===== config.mk =====
export PLATFORM = sky130hd
export DESIGN_NAME = data_read_capture
export DESIGN_NICKNAME = d
export VERILOG_FILES = /design/src/rtl/data_read_capture_pkg.sv /design/src/rtl/data_read_capture_trig.sv /design/src/rtl/data_read_capture.sv
export SDC_FILE = /design/constraint.sdc
export NUM_CORES = 1
export LEC_CHECK = 0
export ABC_AREA = 1
export CAP_MARGIN = 20
export CORE_MARGIN = 2
export CORE_UTILIZATION = 40
export DETAILED_ROUTE_END_ITERATION = 12
export SLEW_MARGIN = 5
export SYNTH_ARGS = -nofsm -noshare
export SYNTH_HDL_FRONTEND = slang
export SYNTH_SLANG_ARGS = --single-unit
export TNS_END_PERCENT = 20

===== constraint.sdc =====
create_clock -name wr_clk -period 3.3 [get_ports wr_clk]
set_input_delay 0.66 -clock wr_clk [delete_from_list [all_inputs] [get_ports wr_clk]]
set_output_delay 0.66 -clock wr_clk [all_outputs]
set_load 0.01 [all_outputs]

===== src/rtl/data_read_capture_pkg.sv =====
// rtl/data_read_capture_pkg.sv - shared encodings for the capture sequencer
package data_read_capture_pkg;

    localparam int DEF_ADDR_W = 12;

    typedef enum logic [1:0] {
        TRIG_IMM  = 2'd0,
        TRIG_EXT  = 2'd1,
        TRIG_RISE = 2'd2,
        TRIG_FALL = 2'd3
    } trig_mode_e;

    typedef enum logic [1:0] {
        ST_IDLE    = 2'd0,
        ST_ARMED   = 2'd1,
        ST_CAPTURE = 2'd2
    } cap_state_e;

endpackage


===== src/rtl/data_read_capture_trig.sv =====
// rtl/data_read_capture_trig.sv - trigger qualifier: edge detect and pending logic
module data_read_trig
    import data_read_capture_pkg::*;
(
    input  logic       clk,
    input  logic       rst,
    input  logic       arm,
    input  logic       active,
    input  trig_mode_e mode,
    input  logic [1:0] ch,
    input  logic       ext_trig,
    input  logic [3:0] din,
    input  logic       din_valid,
    output logic       trig_hit
);

    logic ext_q;
    logic trig_pending;
    logic prev_bit;
    logic prev_valid;
    logic ext_rise;
    logic cur_bit;

    assign ext_rise = ext_trig & ~ext_q;
    assign cur_bit  = din[ch];

    // ext_trig history runs every cycle so a pulse during a din_valid gap is not lost
    always_ff @(posedge clk or posedge rst) begin
        if (rst) begin
            ext_q        <= 1'b0;
            trig_pending <= 1'b0;
            prev_bit     <= 1'b0;
            prev_valid   <= 1'b0;
        end else begin
            ext_q <= ext_trig;
            if (arm) begin
                trig_pending <= 1'b0;
                prev_bit     <= 1'b0;
                prev_valid   <= 1'b0;
            end else if (active) begin
                if (ext_rise)
                    trig_pending <= 1'b1;
                if (din_valid) begin
                    prev_bit   <= cur_bit;
                    prev_valid <= 1'b1;
                end
            end
        end
    end

    always_comb begin
        trig_hit = 1'b0;
        if (active && din_valid) begin
            case (mode)
                TRIG_IMM:  trig_hit = 1'b1;
                TRIG_EXT:  trig_hit = trig_pending | ext_rise;
                TRIG_RISE: trig_hit = prev_valid & ~prev_bit & cur_bit;
                TRIG_FALL: trig_hit = prev_valid & prev_bit & ~cur_bit;
                default:   trig_hit = 1'b0;
            endcase
        end
    end

endmodule


===== src/rtl/data_read_capture.sv =====
// rtl/data_read_capture.sv - arm/trigger/capture sequencer driving the LVDS buffer write port
module data_read_capture
    import data_read_capture_pkg::*;
#(
    parameter int ADDR_W = DEF_ADDR_W,
    parameter int LEN_W  = ADDR_W + 1
) (
    input  logic              wr_clk,
    input  logic              rst,
    input  logic              start,
    input  logic              abort,
    input  logic [LEN_W-1:0]  capture_len,
    input  logic [1:0]        trig_mode,
    input  logic [1:0]        trig_ch,
    input  logic              ext_trig,
    input  logic [3:0]        din,
    input  logic              din_valid,
    output logic [ADDR_W-1:0] wr_addr,
    output logic [3:0]        wr_data,
    output logic              wr_en,
    output logic              busy,
    output logic              done,
    output logic [LEN_W-1:0]  count
);

    localparam logic [LEN_W-1:0] DEPTH = LEN_W'(1) << ADDR_W;

    cap_state_e        state;
    cap_state_e        state_next;
    logic [LEN_W-1:0]  len_q;
    trig_mode_e        mode_q;
    logic [1:0]        ch_q;
    logic              arm;
    logic              trig_hit;
    logic              wr_go;
    logic              first;
    logic              finish;
    logic [LEN_W-1:0]  count_next;
    logic [LEN_W-1:0]  len_eff;

    assign arm = (state == ST_IDLE) && start && !abort;

    // zero and oversize requests both mean a full-depth capture
    assign len_eff = (capture_len == '0 || capture_len > DEPTH) ? DEPTH : capture_len;

    data_read_trig u_trig (
        .clk       (wr_clk),
        .rst       (rst),
        .arm       (arm),
        .active    (state == ST_ARMED),
        .mode      (mode_q),
        .ch        (ch_q),
        .ext_trig  (ext_trig),
        .din       (din),
        .din_valid (din_valid),
        .trig_hit  (trig_hit)
    );

    always_comb begin
        state_next = state;
        wr_go      = 1'b0;
        first      = 1'b0;
        finish     = 1'b0;
        count_next = count + LEN_W'(1);
        case (state)
            ST_IDLE: begin
                if (arm)
                    state_next = ST_ARMED;
            end
            ST_ARMED: begin
                if (abort) begin
                    state_next = ST_IDLE;
                end else if (trig_hit) begin
                    wr_go      = 1'b1;
                    first      = 1'b1;
                    count_next = LEN_W'(1);
                    if (len_q == LEN_W'(1)) begin
                        finish     = 1'b1;
                        state_next = ST_IDLE;
                    end else begin
                        state_next = ST_CAPTURE;
                    end
                end
            end
            ST_CAPTURE: begin
                if (abort) begin
                    state_next = ST_IDLE;
                end else if (din_valid) begin
                    wr_go = 1'b1;
                    if (count_next == len_q) begin
                        finish     = 1'b1;
                        state_next = ST_IDLE;
                    end
                end
            end
            default: state_next = ST_IDLE;
        endcase
    end

    always_ff @(posedge wr_clk or posedge rst) begin
        if (rst) begin
            state   <= ST_IDLE;
            len_q   <= DEPTH;
            mode_q  <= TRIG_IMM;
            ch_q    <= 2'd0;
            wr_addr <= '0;
            wr_data <= 4'd0;
            wr_en   <= 1'b0;
            busy    <= 1'b0;
            done    <= 1'b0;
            count   <= '0;
        end else begin
            state <= state_next;
            busy  <= (state_next != ST_IDLE);
            wr_en <= wr_go;
            if (arm) begin
                len_q  <= len_eff;
                mode_q <= trig_mode_e'(trig_mode);
                ch_q   <= trig_ch;
                done   <= 1'b0;
                count  <= '0;
            end
            // count equals the next free address, so it doubles as the write pointer
            if (wr_go) begin
                wr_addr <= first ? '0 : count[ADDR_W-1:0];
                wr_data <= din;
                count   <= count_next;
            end
            if (finish)
                done <= 1'b1;
        end
    end

endmodule


# After elaboration in Yosys (flattened, before gate mapping)
# Cells that the tools add are included.
dict set report word_totals {
  output_inout_bits 32
  reg_bits 55
  in_bits 27
  elab_cells 92
}
dict set report op_classes {
  addsub 1
  reduce_logical 16
  n_bitwise 9
  n_mux 43
  n_eq_ne 7
  order_cmp 2
}
# operator count
set op_table {}
lappend op_table {{2-to-1 mux 13 bit} 6}
lappend op_table {{2-to-1 mux 1 bit} 24}
lappend op_table {{2-to-1 mux 2 bit} 7}
lappend op_table {{adder 13 x 1 -> 13 bit, second input constant} 1}
lappend op_table {{== test 13 x 1 -> 1 bit, second input constant} 1}
lappend op_table {{== test 13 bit} 1}
lappend op_table {{> comparator 13 bit, second input constant} 1}
lappend op_table {{zero test 13 bit} 1}
lappend op_table {{2-to-1 mux 12 bit} 1}
lappend op_table {{nonzero test 2 bit} 6}
lappend op_table {{== test 2 bit, second input constant} 3}
lappend op_table {{one-hot mux 2 bit (3 select lines)} 1}
lappend op_table {{bitwise AND 1 bit} 5}
lappend op_table {{== test 2 x 1 -> 1 bit, second input constant} 2}
lappend op_table {{zero test 2 bit} 2}
lappend op_table {{one-hot mux 1 bit (2 select lines)} 2}
lappend op_table {{one-hot mux 1 bit (4 select lines)} 1}
lappend op_table {{AND reduction 2 bit} 2}
lappend op_table {{logical AND 1 bit} 3}
lappend op_table {{< comparator 2 x 3 -> 1 bit, second input constant} 1}
lappend op_table {{inverter 1 bit} 3}
lappend op_table {{binary-select mux 1 bit (select 2 bit)} 1}
lappend op_table {{zero test 1 bit} 1}
lappend op_table {{logical OR 1 bit} 1}
lappend op_table {{bitwise OR 1 bit} 1}

# Logic depth before layout (Yosys ltp)
dict set report logic_depth {
  depth_word 10
  mapped_depth 18
  mapped_depth_nobuf 18
}

# Modules after synthesis
# Synthesis repeated with hierarchy kept, for this count alone.
dict set report unflattened {
  cells_unflattened 382
  hier_area_um2 2892.8
}
# mod cells_per_inst area_each_um2 seq_area_each_um2 n_inst
set by_module_without_submodules {}
lappend by_module_without_submodules {data_read_capture 343 2622.5 1277.5 1}
lappend by_module_without_submodules {data_read_trig 39 270.3 100.1 1}

# Least setup slack after synthesis
# OpenSTA, ideal clock, no wires.
dict set report synth_path {
  kind {input to register}
  from {in din[3]}
  to {reg wr_addr[3]}
  required_time_ps 3176
  slack_ps 1349
  path_stages 13
  arrival_ps 1827
  path_cell_list {nand2_1 > nand3_2 > nand2_2 > o21ai_2 > nand2_1 > o21ai_2 > nand3_4 > nand2_2 > nand2_2 > buf_6 > buf_2 > nand2_1 > o31ai_2}
}
dict set report synth_between {
  elab_chain_cells 10
  word_cells_on_any_way 12
  classes_between {mux: 9; bitwise: 3}
}
# item line
set synth_lines {}
lappend synth_lines {{from (decl)} data_read_capture.sv:16} ;# input logic [3:0] din,
lappend synth_lines {{binary-select mux 1 bit (select 2 bit) *} data_read_capture_trig.sv:25} ;# assign cur_bit = din[ch];
lappend synth_lines {{2-to-1 mux 1 bit (not written as such) *} data_read_capture_trig.sv:25}
lappend synth_lines {{inverter 1 bit} data_read_capture_trig.sv:58} ;# TRIG_FALL: trig_hit = prev_valid & prev_bit & ~cur_bit;
lappend synth_lines {{bitwise AND 1 bit} data_read_capture_trig.sv:58}
lappend synth_lines {{one-hot mux 1 bit (4 select lines) *} data_read_capture_trig.sv:54} ;# case (mode)
lappend synth_lines {{2-to-1 mux 1 bit *} data_read_capture_trig.sv:53} ;# if (active && din_valid) begin
lappend synth_lines {{2-to-1 mux 1 bit *} data_read_capture.sv:73} ;# end else if (trig_hit) begin
lappend synth_lines {{2-to-1 mux 1 bit *} data_read_capture.sv:71} ;# if (abort) begin
lappend synth_lines {{2-to-1 mux 1 bit} data_read_capture.sv:65} ;# case (state)
lappend synth_lines {{2-to-1 mux 12 bit} data_read_capture.sv:125} ;# wr_addr <= first ? '0 : count[ADDR_W-1:0];
lappend synth_lines {{to (signal assigned)} data_read_capture.sv:125}
lappend synth_lines {{to (decl)} data_read_capture.sv:18} ;# output logic [ADDR_W-1:0] wr_addr,
# Every way passes the cells marked *; elsewhere a longest branch is shown, timed or not. The select of a mux whose other input is x is not followed.
# A chain may end at the register's enable or synchronous reset.

# Final worst setup path
dict set report layout_path {
  from {in din[1]}
  to {reg count[10]}
}
dict set report layout_between {
  elab_chain_cells 10
  word_cells_on_any_way 15
  classes_between {mux: 11; bitwise: 3; reduce/logical: 1}
}
# item line
set layout_lines {}
lappend layout_lines {{binary-select mux 1 bit (select 2 bit) *} data_read_capture_trig.sv:25}
lappend layout_lines {{2-to-1 mux 1 bit (not written as such) *} data_read_capture_trig.sv:25}
lappend layout_lines {{inverter 1 bit} data_read_capture_trig.sv:58}
lappend layout_lines {{bitwise AND 1 bit} data_read_capture_trig.sv:58}
lappend layout_lines {{one-hot mux 1 bit (4 select lines) *} data_read_capture_trig.sv:54}
lappend layout_lines {{2-to-1 mux 1 bit *} data_read_capture_trig.sv:53}
lappend layout_lines {{2-to-1 mux 1 bit / 2-to-1 mux 13 bit (equally long branches)} data_read_capture.sv:73}
lappend layout_lines {{2-to-1 mux 1 bit / 2-to-1 mux 13 bit (equally long branches)} data_read_capture.sv:71}
lappend layout_lines {{one-hot mux 1 bit (2 select lines) / 2-to-1 mux 13 bit (equally long branches)} data_read_capture.sv:65}
lappend layout_lines {{2-to-1 mux 13 bit / nonzero test 2 bit (equally long branches)} -}
lappend layout_lines {{to (signal assigned)} data_read_capture.sv:127} ;# count <= count_next;
lappend layout_lines {{to (decl)} data_read_capture.sv:23} ;# output logic [LEN_W-1:0] count
# Marks and branches as above.

==> impl_metrics.tcl <==
set metrics [dict create \
    htreeDepth 2 \
    portBuffers 58 \
    synth-main-ff-cell "dfrtp_1" \
    final_area_sq_mm 0.00373 \
    powerDensity_mw_per_mm2 680 \
    wl_um 6810 \
    tightest_slew_ns 0.686 \
    slowest_delay_ns 0.48 \
    synth.distinct_cells 32 \
    grt.total_usage_pct 18.2 \
    hold_buffers 0 \
    cts_tree "built" \
    clock_path_buffers 2 \
    cts_root_buf "clkbuf_8" \
    nets 457 \
    grt_pass1_wl_um 11400 \
    syn_inst 364 \
    insertion_delay_ns 0.31 \
    gr-usage-met3_pct 2.29 \
    diodes 0 \
    post_cts_buffers 0 \
    start_util_pct 40.9 \
    place_area_sq_mm 0.00362 \
    synth-seq-area-share_pct 46.9 \
    grtUsageMet1_pct 27.5 \
    num_vias 2567 \
    leakage_nw 1.69 \
    cap_violations 0 \
    grt-ovfl-total 0 \
    fmax_mhz 430 \
    worstPathMaxFanout 13 \
    first_iter_violations 162 \
    core-area_sq_mm 0.00718 \
    antenna_found_initial 0 \
    max_slew_margin_pct 54.2 \
    rows 31 \
    critPathLaunchType "input port" \
    required_ns 3.47 \
    finalSetupTns_ns 0 \
    ys_seq_elements 55 \
    die_h_um 89.7 \
    syn_nets 396 \
    yosysWarnings 0 \
    first_global_vias 2374 \
    timing.final.crit_share_pct 70.5 \
    final.setup_skew_ns 0.0126 \
    routabilityCongestion 0.845 \
    critPathSlowestCell "clkdlybuf4s50_1" \
    slew_viol_final 0 \
    async_flop_share_pct 100 \
    cp.arrival_ns 2.50 \
    syn_area_per_cell_sq_um 8.07 \
    drive_above_1_share_pct 7.53 \
    die_area_sq_mm 0.00804 \
    post-dp-hpwl_um 5200 \
    grt_busiest_layer "met1" \
    route.detailed.drc 0 \
    synth_area_sq_mm 0.00294 \
    pin_count 59 \
    rsz0062_at_grt "no" \
    cts_buffers 5 \
    avgRoutedWirePerCell_um 13.0 \
    syn_to_final_growth_pct 27.0 \
    run_status "completed" \
    ir_drop_uv 360 \
    setup_viol_count_final 0 \
    period_needed_ns 2.33 \
    die-width_um 89.7 \
    cts.repair.resized 0 \
    cts_sinks 55 \
    synth_edf_count 0 \
    first_pass_iters 5 \
    path_clk_slew_ns 0.09 \
    crit_type "in2reg" \
    whs_ns 0.484 \
    met2_usage_pct 27.2 \
    grt_max_degree 56 \
    min_path_type "reg2reg" \
    hold_viol_final 0 \
    antenna_left 0 \
    totalPowerFinal_mw 2.54 \
    via_per_inst 4.90 \
    setup.worst_path.end_class "flip-flop" \
    worstPathCellList "clkdlybuf4s50_1, nand2_1, nand3_2, nand2_2, o21ai_2, nand2_1, o21ai_2, nand3_4, nand2_2, nand2_2, nand2_1, o22ai_1" \
]
==> state kept, by name, indices dropped and copies added (netlist names), 2 cells and up <==
register  count
count        13
len_q        13
wr_addr      12
wr_data       4
ch_q          2
mode_q        2
state         2
==> layout make-up <==
class                      instances  area, sq um
tap                               99          124
sequential                        55         1380
fill                             711         3450
timing repair buffer              62          611
multi-input combinational        251         1320
inverter                          50          188
clock inverter                     2         37.5
clock buffer                       5         68.8
==> metrics by stage <==
step	utilization (%)	setup slack [ns]	instances
2_1_floorplan	-	1.30	364
3_3_place_gp	50.5	0.728	517
3_5_place_dp	50.5	0.630	517
4_1_cts	52.0	0.956	524
5_1_grt	52.0	0.765	524
6_report	52.0	0.975	524
==> cells in the mapped netlist, types with 5 or more instances <==
library cell	count	share of area, %
nand2_1	105	13
dfrtp_1	54	46
inv_1	46	5.9
nand3_1	42	7.2
o21ai_0	24	4.1
nor2_1	11	1.4
nand4_1	8	1.7
o22ai_1	8	1.7
o31ai_1	8	2.0
a21oi_1	5	0.85
ha_1	5	2.1
xor2_1	5	1.5
==> cell families after synthesis <==
family	count (synthesis)	share of synthesized area [%]
adder cells (fa/ha/maj)	5	2.13
XOR/XNOR	7	2.56
flip-flops	55	46.9
AND/OR/NAND/NOR	185	28.9
AO/OA/AOI/OAI	54	11.5
buffers and inverters	58	8.05
==> cell usage in the layout (no fill, tap or decap), drive strengths merged <==
| master | count |
|---|---|
| nand3 | 45 |
| xnor2 | 1 |
| a21oi | 5 |
| clkdlybuf4s50 | 58 |
| nand2 | 110 |
| dfstp | 1 |
| clkinvlp | 1 |
| o22ai | 8 |
| a22o | 1 |
| xor2 | 5 |
| nand4 | 8 |
| dfrtp | 54 |
| inv | 49 |
| o21ai | 28 |
| xnor3 | 1 |
| nor2 | 14 |
| nor3 | 4 |
| o211ai | 1 |
| ha | 5 |
| bufinv | 1 |
| clkinv | 1 |
| nor4 | 4 |
| clkbuf | 5 |
| o31ai | 11 |
| buf | 4 |
==> worst max-delay path, delay by kind of cell <==
family          cells  cell delay [ns]
simple gates        8             0.93
buf+inv             1             0.48
compound gates      3             0.42
==> where the power goes <==
part | switching (mW) | internal, mW
registers | 0.166 | 0.910
logic | 0.550 | 0.469
clock network | 0.218 | 0.222
==> worst paths after layout <==
check	cells past startpoint	startpoint	to	slack [ns]
min	2	wr_data[1]$_DFFE_PP0P_	wr_data[1]$_DFFE_PP0P_	0.48
min reg2reg	2	wr_data[1]$_DFFE_PP0P_	wr_data[1]$_DFFE_PP0P_	0.48
min in group asynchronous	3	rst	wr_addr[10]$_DFFE_PP0P_	0.86
max	12	din[1]	count[10]$_DFFE_PP0P_	0.97
max in group asynchronous	3	rst	len_q[7]$_DFFE_PP0P_	1.98
max reg2reg	15	count[0]$_DFFE_PP0P_	busy$_DFF_PP0_	1.02
==> layer usage <==
metal  wire (um)  share of wire, %
met2        2970                44
met3         322               4.7
met4          80               1.2
met5           0                 0
met1        3430                50
(Power assumes the default switching activity.)
